$ cat config.mk
export PLATFORM = sky130hd
export DESIGN_NAME = clk_div_multi
export DESIGN_NICKNAME = d
export VERILOG_FILES = /design/src/rtl/clk_div_pkg.sv /design/src/rtl/clk_div_ch.sv /design/src/rtl/clk_div_multi.sv
export SDC_FILE = /design/constraint.sdc
export NUM_CORES = 1
export LEC_CHECK = 0
export BUFFER_PORTS_ARGS = -buffer_cell sky130_fd_sc_hd__buf_2
export CAP_MARGIN = 25
export CORE_ASPECT_RATIO = 1.5
export CORE_MARGIN = 10
export CORE_UTILIZATION = 60
export CTS_BUF_LIST = sky130_fd_sc_hd__clkbuf_4 sky130_fd_sc_hd__clkbuf_8 sky130_fd_sc_hd__clkbuf_16
export DETAILED_ROUTE_END_ITERATION = 10
export PLACE_DENSITY = 0.77
export RECOVER_POWER = 100
export SKIP_CTS_REPAIR_TIMING = 1
export SLEW_MARGIN = 5
export SYNTH_ARGS = -nofsm -noshare
export SYNTH_HDL_FRONTEND = slang
export SYNTH_HIERARCHICAL = 1
export SYNTH_SLANG_ARGS = --single-unit
export TNS_END_PERCENT = 20
$ cat constraint.sdc
create_clock -name clk -period 3.2 [get_ports clk]
set_input_delay 0.64 -clock clk [delete_from_list [all_inputs] [get_ports clk]]
set_output_delay 0.64 -clock clk [all_outputs]
set_load 0.01 [all_outputs]
$ cat src/rtl/clk_div_pkg.sv
// Shared defaults and helpers for the multi-channel clock divider.
package clk_div_pkg;

  localparam int unsigned CNT_W_DEFAULT       = 21;
  localparam int unsigned DEFAULT_DIV_DEFAULT = 1_000_001;

  // Channel-select width; a single channel still gets a 1-bit select.
  function automatic int unsigned ch_width(input int unsigned num_ch);
    return (num_ch > 1) ? $clog2(num_ch) : 1;
  endfunction

  // A divisor of zero has no meaning, so it is treated as divide-by-one.
  function automatic logic [31:0] clamp_div(input logic [31:0] div);
    return (div == '0) ? 32'd1 : div;
  endfunction

endpackage

$ cat src/rtl/clk_div_ch.sv
// One divider channel: counter, active/shadow divisor, pending flag and registered tick/div_clk.
module clk_div_ch
  import clk_div_pkg::*;
#(
  parameter int unsigned CNT_W       = CNT_W_DEFAULT,
  parameter int unsigned DEFAULT_DIV = DEFAULT_DIV_DEFAULT
) (
  input  logic             clk,
  input  logic             rst,
  input  logic             en,
  input  logic             load,
  input  logic [CNT_W-1:0] load_div,
  output logic             pend,
  output logic             tick,
  output logic             div_clk
);

  localparam logic [CNT_W-1:0] ONE      = CNT_W'(1);
  localparam logic [CNT_W-1:0] DIV_INIT = CNT_W'(DEFAULT_DIV);

  logic [CNT_W-1:0] cnt_q, cnt_d;
  logic [CNT_W-1:0] div_q, div_d;
  logic [CNT_W-1:0] shadow_q, shadow_d;
  logic             pend_q, pend_d;
  logic             tick_q, tick_d;
  logic             div_clk_q, div_clk_d;
  logic             wrap;

  // The divisor is never zero, so div_q - 1 cannot underflow and cnt_q stays below div_q.
  assign wrap = en && (cnt_q == div_q - ONE);

  always_comb begin
    // NOTE: every signal gets a default before any branch so no latch is inferred.
    cnt_d     = cnt_q;
    div_d     = div_q;
    shadow_d  = shadow_q;
    pend_d    = pend_q;
    tick_d    = 1'b0;
    div_clk_d = div_clk_q;

    if (en) begin
      if (wrap) begin
        cnt_d     = '0;
        tick_d    = 1'b1;
        div_clk_d = ~div_clk_q;
      end else begin
        cnt_d = cnt_q + ONE;
      end
    end else begin
      cnt_d     = '0;
      div_clk_d = 1'b0;
    end

    // Swap only at a period boundary (or while idle) so no period mixes two divisors.
    if (pend_q && (wrap || !en)) begin
      div_d  = shadow_q;
      pend_d = 1'b0;
    end

    if (load) begin
      shadow_d = load_div;
      pend_d   = 1'b1;
    end
  end

  // NOTE: state updates use non-blocking assignments; the reset is sampled on the clock edge only.
  always_ff @(posedge clk) begin
    if (!rst) begin
      cnt_q     <= '0;
      div_q     <= DIV_INIT;
      shadow_q  <= DIV_INIT;
      pend_q    <= 1'b0;
      tick_q    <= 1'b0;
      div_clk_q <= 1'b0;
    end else begin
      cnt_q     <= cnt_d;
      div_q     <= div_d;
      shadow_q  <= shadow_d;
      pend_q    <= pend_d;
      tick_q    <= tick_d;
      div_clk_q <= div_clk_d;
    end
  end

  assign pend    = pend_q;
  assign tick    = tick_q;
  assign div_clk = div_clk_q;

endmodule

$ cat src/rtl/clk_div_multi.sv
// Multi-channel clock divider: write decode, per-channel dividers and the write-ready mux.
module clk_div_multi
  import clk_div_pkg::*;
#(
  parameter  int unsigned NUM_CH      = 4,
  parameter  int unsigned CNT_W       = CNT_W_DEFAULT,
  parameter  int unsigned DEFAULT_DIV = DEFAULT_DIV_DEFAULT,
  localparam int unsigned CH_W        = ch_width(NUM_CH)
) (
  input  logic              clk,
  input  logic              rst,
  input  logic [NUM_CH-1:0] ch_en,
  input  logic              wr_valid,
  output logic              wr_ready,
  input  logic [CH_W-1:0]   wr_ch,
  input  logic [CNT_W-1:0]  wr_div,
  output logic [NUM_CH-1:0] tick,
  output logic [NUM_CH-1:0] div_clk
);

  logic [NUM_CH-1:0] pend;
  logic [NUM_CH-1:0] load;
  logic [CNT_W-1:0]  wr_div_clamped;
  logic              pend_sel;
  logic              wr_fire;

  assign wr_div_clamped = CNT_W'(clamp_div(32'(wr_div)));

  // Out-of-range channel numbers match nothing, so they read as ready and the write is dropped.
  always_comb begin
    pend_sel = 1'b0;
    for (int i = 0; i < NUM_CH; i++) begin
      if (wr_ch == CH_W'(i)) pend_sel = pend[i];
    end
  end

  assign wr_ready = rst && !pend_sel;
  assign wr_fire  = wr_valid && wr_ready;

  for (genvar g = 0; g < NUM_CH; g++) begin : g_ch
    assign load[g] = wr_fire && (wr_ch == CH_W'(g));

    clk_div_ch #(
      .CNT_W      (CNT_W),
      .DEFAULT_DIV(DEFAULT_DIV)
    ) u_ch (
      .clk     (clk),
      .rst     (rst),
      .en      (ch_en[g]),
      .load    (load[g]),
      .load_div(wr_div_clamped),
      .pend    (pend[g]),
      .tick    (tick[g]),
      .div_clk (div_clk[g])
    );
  end

endmodule

After elaboration in Yosys (flattened, before gate mapping)
Index checks and enable logic that the tools add are counted.
Cells by class
  add/sub/neg operators: 8
  eq/ne operators: 7
  mux-type cells: 17
  bitwise operators: 9
  reductions and logical operators: 37
Operators with widths (number)
  adder 21 x 1 -> 21 bit (second input constant): 4
  equality test 21 bit: 4
  subtractor 21 x 1 -> 21 bit (second input constant): 4
  logical NOT 21 bit: 1
  two-way mux 21 bit: 1
  two-way mux 1 bit: 16
  logical AND 1 bit: 14
  OR reduction 3 bit: 4
  NOT 1 bit: 9
  AND reduction 2 bit: 4
  nonzero test 2 bit: 4
  logical NOT 1 bit: 5
  equality test 2 bit (second input constant): 2
  logical OR 1 bit: 4
  equality test 2 x 1 -> 1 bit (second input constant): 1
  logical NOT 2 bit: 1
Storage, ports and cells
  register bits: 264
  output and inout port bits: 9
  word-level logic and storage cells: 102

Longest topological paths before layout
Gate-level depths: netlist of run 1.
  depth after elaboration: 10
  gate-level depth with buffers: 10

Hierarchy
Netlist of run 1, hierarchy kept.
Modules (own cells, without submodules)
  clk_div_ch: instances 4, cells each 388, area each 3607.2 sq um, sequential area each 1321.3 sq um
  clk_div_multi: instances 1, cells each 35, area each 186.4 sq um, sequential area each 0.0 sq um

Least setup slack after synthesis of run 1
OpenSTA, ideal clock, no wires.
  kind: reg2reg
  from: reg g_ch[0].u_ch.div_q[0]
  to: reg g_ch[0].u_ch.div_q[0]
  setup time: 72 ps
  arrival: 2412 ps
  required time: 3128 ps
  path slack: 716 ps
  stages on the path, launching flop included: 11
  path buffers: 1
  period minus slack after synthesis: 2484 ps
  cells stage by stage: dfxtp_1 -> inv_1 -> ha_1 -> or3b_1 -> o41ai_1 -> o2111ai_1 -> and4bb_1 -> nand4_2 -> o22ai_4 -> buf_12 -> mux2i_1
On the way
  word-level cells in the longest chain between the ends: 5
RTL lines
  start, declared: RTL line clk_div_ch.sv:22  | logic [CNT_W-1:0] div_q, div_d;
  start signal, assigned: RTL line clk_div_ch.sv:77  | div_q <= div_d;
  subtractor 21 x 1 -> 21 bit: RTL line clk_div_ch.sv:30  | assign wrap = en && (cnt_q == div_q - ONE);
  equality test 21 bit: RTL line clk_div_ch.sv:30
  logical AND 1 bit: RTL line clk_div_ch.sv:30
  logical OR 1 bit: RTL line clk_div_ch.sv:55  | if (pend_q && (wrap || !en)) begin
  logical AND 1 bit: RTL line clk_div_ch.sv:55
No other way between the ends.
A chain may end at the register's enable or synchronous reset.

Worst setup path after layout of run 1
  from: reg g_ch[3].u_ch.div_q[0]
  to: reg g_ch[3].u_ch.div_q[15]
On the way
  word-level cells in the longest chain between the ends: 5
RTL lines (RTL line)
  start, declared: clk_div_ch.sv:22
  start signal, assigned: clk_div_ch.sv:77
  subtractor 21 x 1 -> 21 bit: clk_div_ch.sv:30
  equality test 21 bit: clk_div_ch.sv:30
  logical AND 1 bit: clk_div_ch.sv:30
  logical OR 1 bit: clk_div_ch.sv:55
  logical AND 1 bit: clk_div_ch.sv:55
No other way between the ends.

==> impl_metrics.tcl, run 1 <==
set metrics [dict create \
    outcome "complete, but fails checks" \
    violations "capacitance limit, slew limit" \
    synthCells 1587 \
    utilization_pct 65.1 \
    pwr-share-seq_pct 49.5 \
    tns_ps 0 \
    cp.arrival_ps 3470 \
    p_clk_share_pct 46.4 \
    final_layout_size_suffix_gt1_share_pct 10.6 \
    comb_power_share_pct 4.0 \
    path_class "reg -> reg" \
    rsz0062_at_grt "no" \
    drtIter0Drc 675 \
    worst_pin_slew_ps 1610 \
    hp-start "ch_en[3]" \
    min_path_type "in -> reg" \
    die_area_sq_um 31100 \
    first_pass_iters 5 \
    finalSetupViolCount 0 \
    ys_types 62 \
    synth_edf_count 0 \
    vias_per_cell 5.75 \
    grt_max_degree 74 \
    gr-usage-all-layers_pct 20.5 \
    gp_congestion 0.939 \
    cp-end-kind "flop" \
    root_buffer "clkbuf_16" \
    synth_area_sq_um 14600 \
    finalCritPeriodShare_pct 93.9 \
    syn_avg_cell_area_sq_um 9.21 \
    wl_per_cell_microns 17.3 \
    rows 69 \
    layout_common_cells "264 x dfxtp_1, 169 x nand2_1, 168 x mux2i_1" \
    gr-total-overflow 0 \
    detail-route-antenna-nets 0 \
    whs_path_depth 3 \
    detailroute.via_count 10900 \
    worst-r2r-cell-count 10 \
    async_reset_ff_share_pct 0 \
    post_dp_cell_area_sq_um 14700 \
    grt_pass1_vias 10800 \
    multi_input_area_sq_um 8450 \
    seqCellArea_sq_um 5290 \
    slew_violations 46 \
    final_common_cell "dfxtp_1" \
    r2r-start "g_ch[3].u_ch/div_q[0]" \
    worst_setup_path_start_kind "flop" \
    cap_violations 2 \
    ios 39 \
    wirelength_microns 33000 \
    cts_tree "yes" \
    htree_levels 1 \
    drc 0 \
    p_per_area_nw_per_um2 435 \
    finClkSkew_ps 19.5 \
    cp_max_fo 6 \
    fin_crit_ps 3000 \
    cts.clk_slew.worst_paths_ps 70 \
    cts.path.max_buffers 3 \
    ys_seq_area_share_pct 36.2 \
    max_freq_mhz 333 \
    numPortBuffers 38 \
    diodes 0 \
    clk_latency_ps 540 \
    core_sq_um 23800 \
    hold_viol 0 \
    switchingPower_w 0.00144 \
    grt_pass1_wl_microns 53700 \
    initial_utilization_pct 61.3 \
    cts_sinks 264 \
    synth.net_count 1625 \
    p_int_w 0.00530 \
    switching_share_pct 21.4 \
    crit_start "g_ch[3].u_ch/div_q[0]" \
    synth_top_area_cell "dfxtp_1" \
    fill_cells 2026 \
    hpwl_microns 24000 \
    final_nets 1603 \
    ys_warn_count 6 \
    synth.area.top_cells "dfxtp_1 36%, mux2i_1 12%, xnor2_1 6.7%, xor2_1 4.8%, nand2_1 4.3%" \
    power.leakage_nw 5.17 \
    area_growth_pct 6.11 \
    cp.required_ps 3660 \
    dp_cells 1856 \
    final_cells 1902 \
    synth_top_area_share_pct 36.2 \
    max_slew_margin_pct -7.20 \
    antenna_found_initial 0 \
    die_w_microns 147 \
    die_y_microns 211 \
    fin_area_sq_um 15500 \
    ys_seq_elements 264 \
    hold_slack_ps 407 \
    ir_drop_uv 473 \
    cts_buffers 26 \
    synth_ff_type "dfxtp_1" \
]
[final cells by class]
class                           instances  share of cell area, %
Multi-Input combinational cell       1187                   54.5
Sequential cell                       264                   34.1
Clock buffer                           41                   5.20
Timing Repair Buffer                   62                   2.61
Tap cell                              319                   2.57
Inverter                               24                  0.581
Clock inverter                          5                  0.484
[power by group through the flow]
stage / Combinational [W] / Clock, W / Sequential, W
floorplan: 0.000203 / 0 / 0.00340
detailed placement: 0.000268 / 0 / 0.00341
global placement: 0.000264 / 0 / 0.00341
global route: 0.000292 / 0.00333 / 0.00334
CTS: 0.000270 / 0.00319 / 0.00334
finish: 0.000271 / 0.00313 / 0.00334
[metal layers]
layer  track usage, %  up-vias  wire length [microns]  part of all wire (%)
li1                 -     5464                      -                     -
met1             23.6     5197                  13900                    42
met2             37.0      197                  16600                    50
met3             3.56       71                   1350                   4.1
met4             7.61        0                   1080                   3.3
met5                0        -                      0                     0
[state kept, by name, indices dropped and copies added (netlist names)]
| signal | count |
|---|---|
| g_ch.u_ch/div_clk | 4 |
| g_ch.u_ch/shadow_q | 84 |
| g_ch.u_ch/tick | 4 |
| g_ch.u_ch/div_q | 84 |
| g_ch.u_ch/cnt_q | 84 |
| g_ch.u_ch/pend | 4 |
[cell usage after synthesis (9+ instances only)]
master     number
dfxtp_1       264
nor2_1        136
nor3_1         29
clkbuf_1       48
nor4_2         12
nand2_1       169
and3_1         13
xnor2_1       112
o2111ai_1      12
and2_1         12
nor2b_1        57
a21oi_1        16
inv_1          24
o21ai_0        28
xor2_1         80
nor4b_1         9
buf_6          20
and2b_1        60
or3_1          16
and4_1         16
nand4_1        44
nor4_1         26
nand3_1        33
mux2i_1       168
[final timing paths]
kind	to	slack, ps
worst max-delay path	g_ch[3].u_ch/div_q[15]	200
worst max register to register	g_ch[3].u_ch/div_q[15]	200
worst min register to register	g_ch[3].u_ch/div_q[13]	460
worst min-delay path	g_ch[3].u_ch/div_clk	410
[per-stage QoR]
step	total power, W	worst slack (ps)
3_3_place_gp	0.00367	293
4_1_cts	0.00680	233
2_1_floorplan	0.00361	716
5_1_grt	0.00697	67.1
6_report	0.00674	195
3_5_place_dp	0.00368	297
[cell families after synthesis]
kind of cell | share of synthesized area (%)
AO/OA/AOI/OAI | 6.26
XOR/XNOR | 11.5
adder cells (fa/ha/maj) | 0.685
buffers and inverters | 6.06
flip-flops | 36.2
multiplexers | 11.7
AND/OR/NAND/NOR | 27.7
[worst max-delay path: stages, from the launching register on]
cell and delay, ps:
dfxtp_1 370, inv_1 80, ha_1 210, or3b_1 430, o41ai_1 350, o2111ai_1 170
and4bb_1 290, nand4_2 170, o22ai_2 430, buf_4 250, mux2i_1 190
Power figures use the tool's default switching activity.
==> run 2: changes to the inputs <==
CORE_UTILIZATION = 59   (was 60)
PLACE_DENSITY = 0.76   (was 0.77)
==> run 2 against run 1 <==
The run still ends with capacitance limit, slew limit left. Fmax is 1.7% higher. Global-route usage is 0.20 points higher. Design area shrank 0.12%. Routed wire length increased by 1.8%. Clock skew fell by 4.6 ps. Combinational power barely moved. Die area up 1.5%. Critical path depth unchanged. First-iteration DRC count grew 11%. Sequential share of layout area about the same. Via count increased by 1.1%. Critical path type unchanged.
==> impl_metrics.tcl, run 2 (synthesized netlist as in run 1, its figures left out) <==
set metrics [dict create \
    power.leakage_nw 5.15 \
    final_nets 1598 \
    detailroute.via_count 11000 \
    ios 39 \
    finClkSkew_ps 14.9 \
    grt_max_degree 67 \
    gr-usage-all-layers_pct 20.7 \
    violations "capacitance limit, slew limit" \
    rows 70 \
    final_layout_size_suffix_gt1_share_pct 9.96 \
    finalCritPeriodShare_pct 92.3 \
    p_per_area_nw_per_um2 443 \
    cp_max_fo 21 \
    critPathMaxStageDelay_ps 450 \
    worst_setup_path_start_kind "flop" \
    finalSetupViolCount 0 \
    hpwl_microns 24100 \
    area_growth_pct 5.98 \
    min_path_type "in -> reg" \
    final_cells 1901 \
    clk_latency_ps 540 \
    slew_violations 92 \
    rsz0062_at_grt "no" \
    layout_common_cells "264 x dfxtp_1, 169 x nand2_1, 168 x mux2i_1" \
    grt_pass1_wl_microns 54400 \
    max_slew_margin_pct -14.6 \
    switching_share_pct 21.0 \
    die_w_microns 149 \
    gr-total-overflow 0 \
    core_sq_um 24400 \
    cts_tree "yes" \
    final_common_cell "dfxtp_1" \
    numPortBuffers 38 \
    biggestRegsByFlops "g_ch.u_ch/cnt_q (84), g_ch.u_ch/div_q (84), g_ch.u_ch/shadow_q (84)" \
    p_int_w 0.00542 \
    slowest_stage "or3b_1" \
    initial_utilization_pct 59.8 \
    path_class "reg -> reg" \
    diodes 0 \
    ir_drop_uv 516 \
    cp_cell_sequence "inv_1, ha_1, or3b_1, o41ai_1, o2111ai_1, and4bb_1, nand4_2, o22ai_1, buf_6, mux2i_1" \
    cp.required_ps 3660 \
    htree_levels 1 \
    die_y_microns 213 \
    cp.arrival_ps 3420 \
    drtIter0Drc 747 \
    cap_violations 4 \
    drc 0 \
    detail-route-antenna-nets 0 \
    antenna_found_initial 0 \
    vias_per_cell 5.81 \
    switchingPower_w 0.00144 \
    root_buffer "clkbuf_16" \
    comb_power_share_pct 3.9 \
    outcome "complete, but fails checks" \
    pwr-share-seq_pct 48.6 \
    p_clk_share_pct 47.4 \
    hold_viol 0 \
    wl_per_cell_microns 17.7 \
    cts_sinks 264 \
    tns_ps 0 \
    first_pass_iters 5 \
    max_freq_mhz 339 \
    cts_buffers 25 \
    wirelength_microns 33600 \
    cts.path.max_buffers 3 \
    dp_cells 1857 \
    cts.clk_slew.worst_paths_ps 60 \
    grt_pass1_vias 10900 \
    fin_crit_ps 2950 \
    worst_pin_slew_ps 1720 \
    cp-end-kind "flop" \
    gp_congestion 1.00 \
    die_area_sq_um 31600 \
]
## run 2: cell count changes in the layout (fill, tap and decap cells not counted), sizes merged
| cell | delta |
|---|---|
| bufinv | +3 |
| clkbuf | -9 |
| inv | +1 |
| clkinv | +1 |
| buf | -2 |
## run 2: final timing paths
path | start | endpoint | slack (ps) | depth (start not counted)
max | g_ch[1].u_ch/div_q[0] | g_ch[1].u_ch/div_q[8] | 250 | 10
min | ch_en[1] | g_ch[1].u_ch/div_clk | 400 | 3
max reg2reg | g_ch[1].u_ch/div_q[0] | g_ch[1].u_ch/div_q[8] | 250 | 10
min reg2reg | g_ch[1].u_ch/shadow_q[3] | g_ch[1].u_ch/div_q[3] | 460 | 2
## run 2: power by group through the flow
stage               clock network (W)  registers, W  logic, W
finish                        0.00326       0.00334  0.000271
global route                  0.00346       0.00334  0.000291
CTS                           0.00334       0.00334  0.000270
detailed placement                  0       0.00341  0.000269
global placement                    0       0.00341  0.000264
floorplan                           0       0.00340  0.000203
## run 2: routing by layer
layer / part of all wire [%] / vias up / GRT usage [%]
met5: 0 / - / 0
met4: 3.4 / 0 / 8.50
met3: 4.8 / 69 / 3.37
met2: 51 / 266 / 37.4
met1: 41 / 5274 / 23.6
li1: - / 5440 / -
## run 2: per-stage QoR
step	worst slack (ps)	total power (W)	hold WS, ps	utilization (%)	instance area (sq um)
after global placement	382	0.00368	445	60.0	14700
final	246	0.00687	404	63.4	15500
after CTS	298	0.00695	395	63.7	15600
after global routing	29.9	0.00709	404	63.4	15500
after floorplan	716	0.00361	434	-	14600
after detailed placement	318	0.00368	450	60.0	14700
## run 2: critical path, delay by kind of cell (launching register included)
| family | cells | cell delay (ps) |
|---|---|---|
| buf+inv | 2 | 370 |
| simple gates | 3 | 910 |
| mux | 1 | 240 |
| fa+ha+maj | 1 | 220 |
| flops | 1 | 370 |
| compound gates | 3 | 740 |
## run 2: layout make-up
class                           instances  area [sq um]
Fill cell                            2024          8950
Multi-Input combinational cell       1187          8420
Sequential cell                       264          5290
Clock buffer                           34           737
Tap cell                              324           405
Timing Repair Buffer                   58           369
Clock inverter                         10           179
Inverter                               24          90.1
